## src/rtl/multicycle_control_fsm_pkg.sv

```systemverilog
// Shared encodings for the multi-cycle RV32I control unit: opcodes, FSM states,
// datapath mux selects and small decode helpers.
package multicycle_ctrl_pkg;

  localparam logic [6:0] OP_RTYPE  = 7'b0110011;
  localparam logic [6:0] OP_ITYPE  = 7'b0010011;
  localparam logic [6:0] OP_LOAD   = 7'b0000011;
  localparam logic [6:0] OP_STORE  = 7'b0100011;
  localparam logic [6:0] OP_BRANCH = 7'b1100011;
  localparam logic [6:0] OP_JAL    = 7'b1101111;
  localparam logic [6:0] OP_JALR   = 7'b1100111;
  localparam logic [6:0] OP_LUI    = 7'b0110111;
  localparam logic [6:0] OP_AUIPC  = 7'b0010111;

  typedef enum logic [3:0] {
    FETCH, DECODE, MEMADR, MEMREAD, MEMWB, MEMWRITE, EXECR, EXECI,
    ALUWB, BRANCH, JAL, JALR, JALR_PC, LUI, AUIPC, TRAP
  } state_t;

  typedef enum logic [3:0] {
    ALU_ADD  = 4'b0000, ALU_SUB  = 4'b0001, ALU_AND = 4'b0010, ALU_OR  = 4'b0011,
    ALU_XOR  = 4'b0100, ALU_SLT  = 4'b0101, ALU_SLTU = 4'b0110, ALU_SLL = 4'b0111,
    ALU_SRL  = 4'b1000, ALU_SRA  = 4'b1001
  } alu_ctrl_t;

  typedef enum logic [2:0] {
    IMM_I = 3'b000, IMM_S = 3'b001, IMM_B = 3'b010, IMM_J = 3'b011, IMM_U = 3'b100
  } imm_src_t;

  typedef enum logic [1:0] {
    RES_ALUOUT = 2'b00, RES_RDATA = 2'b01, RES_ALURESULT = 2'b10
  } result_src_t;

  typedef enum logic [1:0] {
    SRCA_PC = 2'b00, SRCA_OLDPC = 2'b01, SRCA_RD1 = 2'b10, SRCA_ZERO = 2'b11
  } src_a_t;

  typedef enum logic [1:0] {
    SRCB_RD2 = 2'b00, SRCB_IMM = 2'b01, SRCB_FOUR = 2'b10
  } src_b_t;

  // How the ALU decoder should interpret funct3/funct7 in the current state
  typedef enum logic [1:0] {
    MODE_ADD, MODE_SUB, MODE_RTYPE, MODE_ITYPE
  } alu_mode_t;

  function automatic imm_src_t imm_src_of(input logic [6:0] opcode);
    case (opcode)
      OP_STORE:        return IMM_S;
      OP_BRANCH:       return IMM_B;
      OP_JAL:          return IMM_J;
      OP_LUI, OP_AUIPC: return IMM_U;
      default:         return IMM_I;
    endcase
  endfunction

  function automatic logic branch_taken(input logic [2:0] funct3, input logic zero,
                                        input logic lt, input logic ltu);
    case (funct3)
      3'b000:  return zero;
      3'b001:  return !zero;
      3'b100:  return lt;
      3'b101:  return !lt;
      3'b110:  return ltu;
      3'b111:  return !ltu;
      default: return 1'b0;
    endcase
  endfunction

endpackage

```

## src/rtl/multicycle_control_fsm_if.sv

```systemverilog
// Bundle between the control FSM (master) and the datapath (slave): IR/flag
// inputs, mux selects, enables, trap flag and performance counters.
interface multicycle_control_fsm_if #(
  parameter int INSTR_WIDTH    = 32,
  parameter int ALU_CTRL_WIDTH = 4,
  parameter int CNT_WIDTH      = 32
);
  logic [INSTR_WIDTH-1:0]    instr_i;
  logic                      mem_ready_i;
  logic                      zero_i;
  logic                      lt_i;
  logic                      ltu_i;
  logic                      PCWrite_o;
  logic                      AdrSrc_o;
  logic                      MemWrite_o;
  logic                      IRWrite_o;
  logic [1:0]                ResultSrc_o;
  logic [1:0]                ALUSrcA_o;
  logic [1:0]                ALUSrcB_o;
  logic [ALU_CTRL_WIDTH-1:0] ALUControl_o;
  logic [2:0]                ImmSrc_o;
  logic                      RegWrite_o;
  logic                      illegal_o;
  logic [CNT_WIDTH-1:0]      cycle_cnt_o;
  logic [CNT_WIDTH-1:0]      instret_o;

  modport master (
    input  instr_i, mem_ready_i, zero_i, lt_i, ltu_i,
    output PCWrite_o, AdrSrc_o, MemWrite_o, IRWrite_o, ResultSrc_o, ALUSrcA_o,
           ALUSrcB_o, ALUControl_o, ImmSrc_o, RegWrite_o, illegal_o,
           cycle_cnt_o, instret_o
  );

  modport slave (
    output instr_i, mem_ready_i, zero_i, lt_i, ltu_i,
    input  PCWrite_o, AdrSrc_o, MemWrite_o, IRWrite_o, ResultSrc_o, ALUSrcA_o,
           ALUSrcB_o, ALUControl_o, ImmSrc_o, RegWrite_o, illegal_o,
           cycle_cnt_o, instret_o
  );
endinterface

```

## src/rtl/multicycle_control_fsm_alu_ctrl_decoder.sv

```systemverilog
// Combinational ALU control decode from funct3/funct7[5] and the FSM's ALU mode.
module alu_ctrl_decoder
  import multicycle_ctrl_pkg::*;
(
  input  alu_mode_t  mode,
  input  logic [2:0] funct3,
  input  logic       funct7b5,
  output alu_ctrl_t  alu_ctrl
);

  // funct7[5] means SUB only for R-type; for shifts it selects SRA in both forms
  always_comb begin
    alu_ctrl = ALU_ADD;
    case (mode)
      MODE_SUB: alu_ctrl = ALU_SUB;
      MODE_RTYPE, MODE_ITYPE: begin
        case (funct3)
          3'b000:  alu_ctrl = (mode == MODE_RTYPE && funct7b5) ? ALU_SUB : ALU_ADD;
          3'b001:  alu_ctrl = ALU_SLL;
          3'b010:  alu_ctrl = ALU_SLT;
          3'b011:  alu_ctrl = ALU_SLTU;
          3'b100:  alu_ctrl = ALU_XOR;
          3'b101:  alu_ctrl = funct7b5 ? ALU_SRA : ALU_SRL;
          3'b110:  alu_ctrl = ALU_OR;
          default: alu_ctrl = ALU_AND;
        endcase
      end
      default: alu_ctrl = ALU_ADD;
    endcase
  end

endmodule

```

## src/rtl/multicycle_control_fsm.sv

```systemverilog
// Moore-style multi-cycle RV32I control FSM. Optional performance counters are
// built only when PERF_CNT_EN is defined.
module multicycle_control_fsm
  import multicycle_ctrl_pkg::*;
#(
  parameter int CNT_WIDTH = 32
) (
  input logic                       clk_i,
  input logic                       rst_i,
  multicycle_control_fsm_if.master  bus
);

  state_t      state, next_state;
  logic [6:0]  opcode;
  logic [2:0]  funct3;
  logic        funct7b5;
  logic        unused_instr;
  logic        pc_write, adr_src, mem_write, ir_write, reg_write;
  result_src_t result_src;
  src_a_t      src_a;
  src_b_t      src_b;
  alu_mode_t   alu_mode;
  alu_ctrl_t   alu_ctrl;

  assign opcode       = bus.instr_i[6:0];
  assign funct3       = bus.instr_i[14:12];
  assign funct7b5     = bus.instr_i[30];
  assign unused_instr = ^{bus.instr_i[31], bus.instr_i[29:15], bus.instr_i[11:7]};

  always_ff @(posedge clk_i or posedge rst_i) begin
    if (rst_i) state <= FETCH;
    else       state <= next_state;
  end

  always_comb begin
    next_state = state;
    case (state)
      FETCH:    if (bus.mem_ready_i) next_state = DECODE;
      DECODE: begin
        case (opcode)
          OP_RTYPE:          next_state = EXECR;
          OP_ITYPE:          next_state = EXECI;
          OP_LOAD, OP_STORE: next_state = MEMADR;
          OP_BRANCH:         next_state = BRANCH;
          OP_JAL:            next_state = JAL;
          OP_JALR:           next_state = (funct3 == 3'b000) ? JALR : TRAP;
          OP_LUI:            next_state = LUI;
          OP_AUIPC:          next_state = AUIPC;
          default:           next_state = TRAP;
        endcase
      end
      MEMADR:   next_state = (opcode == OP_STORE) ? MEMWRITE : MEMREAD;
      MEMREAD:  if (bus.mem_ready_i) next_state = MEMWB;
      MEMWB:    next_state = FETCH;
      MEMWRITE: if (bus.mem_ready_i) next_state = FETCH;
      EXECR, EXECI, JAL, JALR_PC, LUI, AUIPC: next_state = ALUWB;
      ALUWB:    next_state = FETCH;
      BRANCH:   next_state = (funct3 inside {3'b010, 3'b011}) ? TRAP : FETCH;
      JALR:     next_state = JALR_PC;
      default:  next_state = TRAP;
    endcase
  end

  // Reset overrides every state so no enable can leak while rst_i is high
  always_comb begin
    pc_write   = 1'b0;
    adr_src    = 1'b0;
    mem_write  = 1'b0;
    ir_write   = 1'b0;
    reg_write  = 1'b0;
    result_src = RES_ALUOUT;
    src_a      = SRCA_PC;
    src_b      = SRCB_RD2;
    alu_mode   = MODE_ADD;
    case (state)
      FETCH: begin
        src_b      = SRCB_FOUR;
        result_src = RES_ALURESULT;
        ir_write   = bus.mem_ready_i;
        pc_write   = bus.mem_ready_i;
      end
      DECODE:   begin src_a = SRCA_OLDPC; src_b = SRCB_IMM; end
      MEMADR:   begin src_a = SRCA_RD1;   src_b = SRCB_IMM; end
      MEMREAD:  adr_src = 1'b1;
      MEMWB:    begin result_src = RES_RDATA; reg_write = 1'b1; end
      MEMWRITE: begin adr_src = 1'b1; mem_write = 1'b1; end
      EXECR:    begin src_a = SRCA_RD1; src_b = SRCB_RD2; alu_mode = MODE_RTYPE; end
      EXECI:    begin src_a = SRCA_RD1; src_b = SRCB_IMM; alu_mode = MODE_ITYPE; end
      ALUWB:    reg_write = 1'b1;
      BRANCH: begin
        src_a    = SRCA_RD1;
        src_b    = SRCB_RD2;
        alu_mode = MODE_SUB;
        pc_write = branch_taken(funct3, bus.zero_i, bus.lt_i, bus.ltu_i);
      end
      JAL, JALR_PC: begin src_a = SRCA_OLDPC; src_b = SRCB_FOUR; pc_write = 1'b1; end
      JALR:     begin src_a = SRCA_RD1;   src_b = SRCB_IMM; end
      LUI:      begin src_a = SRCA_ZERO;  src_b = SRCB_IMM; end
      AUIPC:    begin src_a = SRCA_OLDPC; src_b = SRCB_IMM; end
      default:  ;
    endcase
    if (rst_i) begin
      pc_write   = 1'b0;
      adr_src    = 1'b0;
      mem_write  = 1'b0;
      ir_write   = 1'b0;
      reg_write  = 1'b0;
      result_src = RES_ALUOUT;
      src_a      = SRCA_PC;
      src_b      = SRCB_RD2;
      alu_mode   = MODE_ADD;
    end
  end

  alu_ctrl_decoder u_alu_ctrl_decoder (
    .mode     (alu_mode),
    .funct3   (funct3),
    .funct7b5 (funct7b5),
    .alu_ctrl (alu_ctrl)
  );

  assign bus.PCWrite_o    = pc_write;
  assign bus.AdrSrc_o     = adr_src;
  assign bus.MemWrite_o   = mem_write;
  assign bus.IRWrite_o    = ir_write;
  assign bus.RegWrite_o   = reg_write;
  assign bus.ResultSrc_o  = result_src;
  assign bus.ALUSrcA_o    = src_a;
  assign bus.ALUSrcB_o    = src_b;
  assign bus.ALUControl_o = alu_ctrl;
  assign bus.ImmSrc_o     = rst_i ? IMM_I : imm_src_of(opcode);
  assign bus.illegal_o    = (state == TRAP);

`ifdef PERF_CNT_EN
  logic [CNT_WIDTH-1:0] cycle_cnt, instret_cnt;
  localparam logic [CNT_WIDTH-1:0] CNT_ONE = {{(CNT_WIDTH-1){1'b0}}, 1'b1};

  // An instruction retires whenever the FSM comes back to FETCH
  always_ff @(posedge clk_i or posedge rst_i) begin
    if (rst_i) begin
      cycle_cnt   <= '0;
      instret_cnt <= '0;
    end else if (state != TRAP) begin
      cycle_cnt <= cycle_cnt + CNT_ONE;
      if (next_state == FETCH && state != FETCH) instret_cnt <= instret_cnt + CNT_ONE;
    end
  end

  assign bus.cycle_cnt_o = cycle_cnt;
  assign bus.instret_o   = instret_cnt;
`else
  assign bus.cycle_cnt_o = {CNT_WIDTH{1'b0}};
  assign bus.instret_o   = {CNT_WIDTH{1'b0}};
`endif

endmodule

```

## src/flat_wrapper.sv

```systemverilog
// flat-port wrapper written by rule: the top's interface ports become plain ports
module multicycle_control_fsm_flat import multicycle_ctrl_pkg::*;
#(
  parameter int CNT_WIDTH = 32
)
  (clk_i, rst_i, bus_instr_i, bus_mem_ready_i, bus_zero_i, bus_lt_i, bus_ltu_i, bus_PCWrite_o, bus_AdrSrc_o, bus_MemWrite_o, bus_IRWrite_o, bus_ResultSrc_o, bus_ALUSrcA_o, bus_ALUSrcB_o, bus_ALUControl_o, bus_ImmSrc_o, bus_RegWrite_o, bus_illegal_o, bus_cycle_cnt_o, bus_instret_o);
  multicycle_control_fsm_if #(.CNT_WIDTH(CNT_WIDTH)) bus_i ();
  input logic clk_i;
  input logic rst_i;
  input wire logic [$bits(bus_i.instr_i)-1:0] bus_instr_i;
  input wire logic [$bits(bus_i.mem_ready_i)-1:0] bus_mem_ready_i;
  input wire logic [$bits(bus_i.zero_i)-1:0] bus_zero_i;
  input wire logic [$bits(bus_i.lt_i)-1:0] bus_lt_i;
  input wire logic [$bits(bus_i.ltu_i)-1:0] bus_ltu_i;
  output wire logic [$bits(bus_i.PCWrite_o)-1:0] bus_PCWrite_o;
  output wire logic [$bits(bus_i.AdrSrc_o)-1:0] bus_AdrSrc_o;
  output wire logic [$bits(bus_i.MemWrite_o)-1:0] bus_MemWrite_o;
  output wire logic [$bits(bus_i.IRWrite_o)-1:0] bus_IRWrite_o;
  output wire logic [$bits(bus_i.ResultSrc_o)-1:0] bus_ResultSrc_o;
  output wire logic [$bits(bus_i.ALUSrcA_o)-1:0] bus_ALUSrcA_o;
  output wire logic [$bits(bus_i.ALUSrcB_o)-1:0] bus_ALUSrcB_o;
  output wire logic [$bits(bus_i.ALUControl_o)-1:0] bus_ALUControl_o;
  output wire logic [$bits(bus_i.ImmSrc_o)-1:0] bus_ImmSrc_o;
  output wire logic [$bits(bus_i.RegWrite_o)-1:0] bus_RegWrite_o;
  output wire logic [$bits(bus_i.illegal_o)-1:0] bus_illegal_o;
  output wire logic [$bits(bus_i.cycle_cnt_o)-1:0] bus_cycle_cnt_o;
  output wire logic [$bits(bus_i.instret_o)-1:0] bus_instret_o;
  assign bus_i.instr_i = bus_instr_i;
  assign bus_i.mem_ready_i = bus_mem_ready_i;
  assign bus_i.zero_i = bus_zero_i;
  assign bus_i.lt_i = bus_lt_i;
  assign bus_i.ltu_i = bus_ltu_i;
  assign bus_PCWrite_o = bus_i.PCWrite_o;
  assign bus_AdrSrc_o = bus_i.AdrSrc_o;
  assign bus_MemWrite_o = bus_i.MemWrite_o;
  assign bus_IRWrite_o = bus_i.IRWrite_o;
  assign bus_ResultSrc_o = bus_i.ResultSrc_o;
  assign bus_ALUSrcA_o = bus_i.ALUSrcA_o;
  assign bus_ALUSrcB_o = bus_i.ALUSrcB_o;
  assign bus_ALUControl_o = bus_i.ALUControl_o;
  assign bus_ImmSrc_o = bus_i.ImmSrc_o;
  assign bus_RegWrite_o = bus_i.RegWrite_o;
  assign bus_illegal_o = bus_i.illegal_o;
  assign bus_cycle_cnt_o = bus_i.cycle_cnt_o;
  assign bus_instret_o = bus_i.instret_o;
  multicycle_control_fsm #(.CNT_WIDTH(CNT_WIDTH)) u_core (.clk_i(clk_i), .rst_i(rst_i), .bus(bus_i));
endmodule
```

## config.mk

```make
export PLATFORM = sky130hd
export DESIGN_NAME = multicycle_control_fsm_flat
export DESIGN_NICKNAME = d
export VERILOG_FILES = /design/src/rtl/multicycle_control_fsm_pkg.sv /design/src/rtl/multicycle_control_fsm_if.sv /design/src/rtl/multicycle_control_fsm_alu_ctrl_decoder.sv /design/src/rtl/multicycle_control_fsm.sv /design/src/flat_wrapper.sv
export SDC_FILE = /design/constraint.sdc
export NUM_CORES = 1
export LEC_CHECK = 0
export CAP_MARGIN = 20
export CORE_ASPECT_RATIO = 1.2
export CORE_MARGIN = 2
export CORE_UTILIZATION = 34
export CTS_BUF_LIST = sky130_fd_sc_hd__clkbuf_2
export DETAILED_ROUTE_END_ITERATION = 8
export PLACE_DENSITY = 0.88
export SLEW_MARGIN = 20
export SYNTH_ARGS = -nofsm -noshare
export SYNTH_HDL_FRONTEND = slang
export SYNTH_SLANG_ARGS = --single-unit
```

## constraint.sdc

```tcl
create_clock -name clk_i -period 2.5 [get_ports clk_i]
set_input_delay 0.625 -clock clk_i [delete_from_list [all_inputs] [get_ports clk_i]]
set_output_delay 0.625 -clock clk_i [all_outputs]
set_load 0.005 [all_outputs]
```

==> results of run 1 <==
## layer usage
metal / GRT usage / part of all wire / wire (um)
met2: 0.280 / 0.51 / 1980
met1: 0.158 / 0.39 / 1500
met5: 0 / 0 / 0
met3: 0.0266 / 0.081 / 312
met4: 0.0628 / 0.019 / 74
## path summary, 6_finish.rpt
path / startpoint / endpoint / slack (ns) / cells after the start
worst max-delay path: bus_instr_i[4] / bus_ImmSrc_o[1] / 0.06 / 5
worst min-delay path: u_core.state[1]$_DFFE_PP0P_ / u_core.state[3]$_DFFE_PP0P_ / 0.80 / 3
worst max register to register: u_core.state[3]$_DFFE_PP0P_ / u_core.state[2]$_DFFE_PP0P_ / 0.65 / 6
worst min register to register: u_core.state[1]$_DFFE_PP0P_ / u_core.state[3]$_DFFE_PP0P_ / 0.80 / 3
max in group asynchronous: rst_i / u_core.state[2]$_DFFE_PP0P_ / 1.58 / 5
min in group asynchronous: rst_i / u_core.state[0]$_DFFE_PP0P_ / 0.81 / 5
## synthesized netlist by cell type, types with 2 or more instances
cell type and instances:
and4b_1 2, xnor2_1 2, a21oi_1 7, nor4b_1 4, a211oi_1 3, dfrtp_1 4
a2111oi_0 3, clkbuf_1 8, nor4_1 5, mux2i_1 3, nand2_1 8, nand2b_1 3
buf_4 64, xor2_1 5, or4b_4 2, a311oi_1 3, and3_1 3, buf_2 6
o21ai_0 5, nor2_1 13, nand3_1 2, nor3b_1 5, and2_1 2, nand4_1 3
inv_1 7, nor3_1 8, nor2b_1 5
## metrics by stage
step | instances | TNS (ns) | utilization
global route | 333 | -0.00886 | 0.511
finish | 333 | 0 | 0.511
detailed placement | 315 | -5.32 | 0.436
global placement | 315 | -5.30 | 0.436
floorplan | 268 | 0 | -
CTS | 330 | -0.00731 | 0.485
## worst max-delay path, delay by kind of cell
kind | cells | cell delay [ns]
simple gates | 2 | 0.44
buf+inv | 3 | 0.75
## final cells by class
| type | instances | area share |
|---|---|---|
| multi-input combinational | 177 | 0.540 |
| timing repair buffer | 86 | 0.358 |
| tap | 56 | 0.0330 |
| sequential | 4 | 0.0489 |
| inverter | 7 | 0.0124 |
| clock buffer | 3 | 0.00706 |
## cell families after synthesis
group | synth area share
AOI/OAI and AO/OA | 0.153
muxes | 0.0208
DFF | 0.0692
and+or+nand+nor | 0.307
other | 0.00259
xor gates and xnor gates | 0.0424
buffers and inverters | 0.405
## report_power, final
part           internal, mW  switching [mW]  leakage, nW  total (mW)
clock network        0.0322          0.0256       0.0125      0.0578
logic                 0.567           0.522         1.05        1.09
registers             0.100          0.0663       0.0467       0.167
total                 0.699           0.613         1.10        1.31
## timing repair
action | in CTS | in global routing
buffers inserted | 12 | 3
setup endpoints to repair | 18 | 10
gates cloned | 0 | 0
resized for setup | 57 | 27
pin swaps | 10 | 7
==> results.md, run 1 <==
* Outcome: finished clean
* P_leak at 1.10 nW
* N_diodes at 0
* Clk slew on worst S/H paths at 0.04 ns
* GR Overflow Total at 0
* Most common cell after layout, fill and taps aside: conb_1
* Async set or reset register ratio after synthesis at 1.00
* Height of the chip at 75.5 um
* Yosys reg bits at 4
* Drt drc at 0
* Crit Path Class: in2out
* Synth area leaders: buf_4 33%, dfrtp_1 6.9%, nor2_1 3.4%, xor2_1 3.0%, nor3_1 2.8%
* Tightest Hold Check Type: reg2reg
* Clk Latency, worst-skew pair at 0.21 ns
* Worst EP required at 1.88 ns
* Hold-fix buffers, CTS at 0
* Pwr Total at 1.31 mW
* Critical path's slowest cell: clkdlybuf4s50_1
* Top reg by flops: u_core.state
* DRT iter0 DRCs at 78
* Crit path arrival time at 1.82 ns
* CTS Buffer Depth at 2
* Clk root buf: clkbuf_2
* Via density at 4.56
* Synthesized instance count at 205
* TritonCTS clock tree: built
* Final min period at 2.44 ns
* Critical path launch point type: input pin
* Starting density of the core at 0.347
* Port Buffers at 35
* Worst-path cell chain: clkdlybuf4s50_1, buf_4, and4b_1, and4_1, clkdlybuf4s15_1
* Most frequent cells in the layout: 64 x conb_1, 40 x buf_4, 13 x nor2_1
* Layout fillers at 414
* Final #Nets at 317
* Yosys warnings at 0
* Maximum vdd ir drop at 0.347 mV
* Area grow syn2layout at 47.0%
* TritonRoute pass-1 iters at 4
* Max Clk Rate at 0.410 GHz
* Pre-CTS setup slack at -0.533 ns
* First-pass GRT wire length at 5570 um
* Post-synth top area share at 0.332
* Max-Slew Margin vs Limit at 0.594
* Number of synthesized flops with an enable pin at 0
* Post-route ant nets at 0
* Crit path max fanout at 3
* Measured slew at the worst slew-check pin at 0.600 ns
* Wirelength, routed at 3860 um
* Fin. Hold Viols at 0
* Cell Pwr Density at 618 nW/um2
* DPL Wire Length at 2760 um
* Post-layout instance area at 2130 um2
* CTS sink cnt at 4
* Area of the mapped netlist at 1450 um2
* GPL Wtd Cong at 0.886
* Biggest regs: u_core.state: 4 flops
* Unique masters post-synth at 47
* Final Max Tran Viols at 0
* Synth Area per Inst at 7.06 um2
* Hold Slack at 0.800 ns
* Drt wl/cell at 11.6 um
* Area after DPL at 1810 um2
* Final Skew at 0.00121 ns
* Total GRT Usage at 0.146
* Ports at 121
* TritonCTS Buffers at 3
* Register area at 104 um2
* Core region area at 4160 um2
* Max reg flops at 4
* Vias in the first global route at 1262
* Antenna violations before repair at 0
* Yosys top cell by area: buf_4
* H-tree levels at 1
* Predominant post-synthesis flop cell: dfrtp_1
* Max-cap violations at 0
* Multi-input gate area at 1150 um2
* # rows at 26
* Fin crit share at 0.977
* Sequential share of the synthesized area at 0.0692
* Largest net degree at the start of global routing at 17
* Largest stage delay, worst path at 0.41 ns
* Proportion of layout cells with a drive suffix above 1 at 0.310
* Final setup violation count at 0
* Setup WS post-layout at 0.0583 ns
* DIE WIDTH at 63.5 um
* Die ar. at 4790 um2
* Kind of end point of the critical path: output port
* Routed via count at 1517
No activity file was read; power rests on OpenSTA's default activity.
==> run 2, diff against run 1 <==
- CAP_MARGIN: 20 -> 10
- GPL_TIMING_DRIVEN: unset -> 0
==> results.md, run 2 (same netlist as run 1, synthesis figures left out) <==
* WL met1 at 1460 um (-2.5%)
* CTS Buffer Depth at 2 (unchanged)
* Max layer used: met4
* Register area at 101 um2 (-2.4%)
* Crit path max fanout at 10 (+7)
* Fin. Hold Viols at 0 (unchanged)
* Kind of end point of the critical path: output port
* Post-layout instance area at 2280 um2 (+7.1%)
* TritonCTS clock tree: built
* P_leak at 1.22 nW (+10%)
* Final setup violation count at 0 (unchanged)
* Biggest regs: u_core.state: 4 flops
* # rows at 26 (unchanged)
* TritonRoute pass-1 iters at 4 (unchanged)
* Most common cell after layout, fill and taps aside: buf_4
* Max reg flops at 4 (unchanged)
* Wirelength, routed at 3810 um (-1.3%)
* Core region area at 4160 um2 (unchanged)
* Final #Nets at 348 (+9.8%)
* Routed via count at 1566 (+3.2%)
* First-pass GRT wire length at 5940 um (+6.7%)
* Height of the chip at 75.5 um (unchanged)
* Max-Slew Margin vs Limit at 0.570 (-0.0244)
* H-tree levels at 1 (unchanged)
* Vias in the first global route at 1363 (+8.0%)
* Die ar. at 4790 um2 (unchanged)
* Post-route ant nets at 0 (unchanged)
* Total negative slack at 0 ns (unchanged)
* Clk root buf: clkbuf_2
* DPL Wire Length at 2840 um (+2.8%)
* GPL Wtd Cong at 0.845 (-4.7%)
* RSZ-0062 raised after global routing: true
* Max-cap violations at 0 (unchanged)
* N_diodes at 0 (unchanged)
* Most frequent cells in the layout: 74 x buf_4, 64 x conb_1, 13 x nor2_1, 13 x clkdlybuf4s50_1, 11 x dlygate4sd2_1
* Top reg by flops: u_core.state
* Area after DPL at 2050 um2 (+13%)
* CTS sink cnt at 4 (unchanged)
* Pwr Total at 1.28 mW (-2.2%)
* Fin crit share at 0.982 (+0.00567)
* Largest net degree at the start of global routing at 11 (-6)
* DRT iter0 DRCs at 25 (-68%)
* Starting density of the core at 0.347 (unchanged)
* Max Clk Rate at 0.407 GHz (-0.58%)
* Proportion of layout cells with a drive suffix above 1 at 0.364 (+0.0532)
* Final Max Tran Viols at 0 (unchanged)
* Drt wl/cell at 10.5 um (-9.7%)
* Final Skew at 0.00113 ns (-0.0000856 ns)
* Via density at 4.30 (-5.6%)
* Total GRT Usage at 0.153 (+0.00703)
* Port Buffers at 30 (-14%)
* GR Overflow Total at 0 (unchanged)
* Met2 routed WL at 1910 um (-3.6%)
* TritonCTS Buffers at 3 (unchanged)
* Drt drc at 0 (unchanged)
* Clk slew on worst S/H paths at 0.04 ns (about the same)
* Ports at 121 (unchanged)
* Crit path arrival time at 1.83 ns (about the same)
* Tightest Hold Check Type: in2async
* Critical path launch point type: input pin
* Crit Path Class: in2out
* Measured slew at the worst slew-check pin at 0.636 ns (+0.0361 ns)
* Layout fillers at 411 (-0.72%)
* Worst EP required at 1.88 ns (about the same)
* Met3 Wirelength at 371 um (+19%)
* Antenna violations before repair at 0 (unchanged)
* Outcome: finished clean
* Maximum vdd ir drop at 0.277 mV (-20%)
* Area grow syn2layout at 57.4%
* Clk Latency, worst-skew pair at 0.21 ns (about the same)
* Final min period at 2.46 ns (+0.0142 ns)
* Cell Pwr Density at 564 nW/um2 (-8.7%)
* Multi-input gate area at 1110 um2 (-2.9%)
* DIE WIDTH at 63.5 um (unchanged)
==> run 2: cell types whose count changed in the layout (fill, tap and decap cells not counted), moves of 2 or more <==
| cell | delta |
|---|---|
| buf_4 | +34 |
| buf_6 | -7 |
| clkdlybuf4s50_1 | +4 |
| clkbuf_2 | +2 |
| dlymetal6s2s_1 | -5 |
| dfrtp_1 | +2 |
| dfrtp_2 | -2 |
| nor4_1 | +2 |
| clkbuf_8 | +3 |
| clkbuf_4 | +2 |
==> run 2: stage by stage <==
stage,utilization,hold WS (ns),instances,worst slack (ns)
after floorplan,-,0.607,268,0.214
after global placement,0.493,0.746,354,-0.716
after detailed placement,0.493,0.743,354,-0.737
after CTS,0.537,0.439,363,-0.00655
after global routing,0.547,0.481,364,-0.0141
final,0.547,0.451,364,0.0441
==> run 2: what timing repair did <==
item	in CTS	in global routing
hold buffers	0	0
pin swaps	6	7
resized for setup	56	18
setup buffers	6	1
setup endpoints to repair	18	12
==> run 2: worst max-delay path: stages <==
cell and delay, ns:
clkbuf_4 0.19, nand4bb_4 0.26, buf_4 0.17, nor2_1 0.09
clkdlybuf4s50_1 0.50
==> run 2: final cells by class <==
cell class	count	area share
inverters	7	0.0115
multi-input cells	177	0.490
repair buffers	37	0.146
plain buffers	80	0.271
well taps	56	0.0308
flip-flops and latches	4	0.0445
clock buffers	3	0.00659
==> run 2: path summary, 6_finish.rpt <==
kind | slack, ns | to | from | cells past startpoint
max in group asynchronous | 1.84 | u_core.state[3]$_DFFE_PP0P_ | rst_i | 2
min reg2reg | 0.78 | u_core.state[1]$_DFFE_PP0P_ | u_core.state[0]$_DFFE_PP0P_ | 4
min | 0.45 | u_core.state[0]$_DFFE_PP0P_ | rst_i | 2
min in group clk_i | 0.78 | u_core.state[1]$_DFFE_PP0P_ | u_core.state[0]$_DFFE_PP0P_ | 4
max reg2reg | 0.73 | u_core.state[2]$_DFFE_PP0P_ | u_core.state[2]$_DFFE_PP0P_ | 6
max | 0.04 | bus_ALUControl_o[1] | rst_i | 5
==> run 2: layer usage <==
metal / vias to the layer above / GRT usage
li1: 798 / -
met1: 680 / 0.168
met2: 81 / 0.280
met3: 7 / 0.0266
met4: 0 / 0.0894
met5: - / 0
==> run 2: power by group <==
part / switching, mW / internal (mW)
sequential: 0.0274 / 0.0977
combinational: 0.550 / 0.549
clock: 0.0277 / 0.0323
total: 0.605 / 0.679
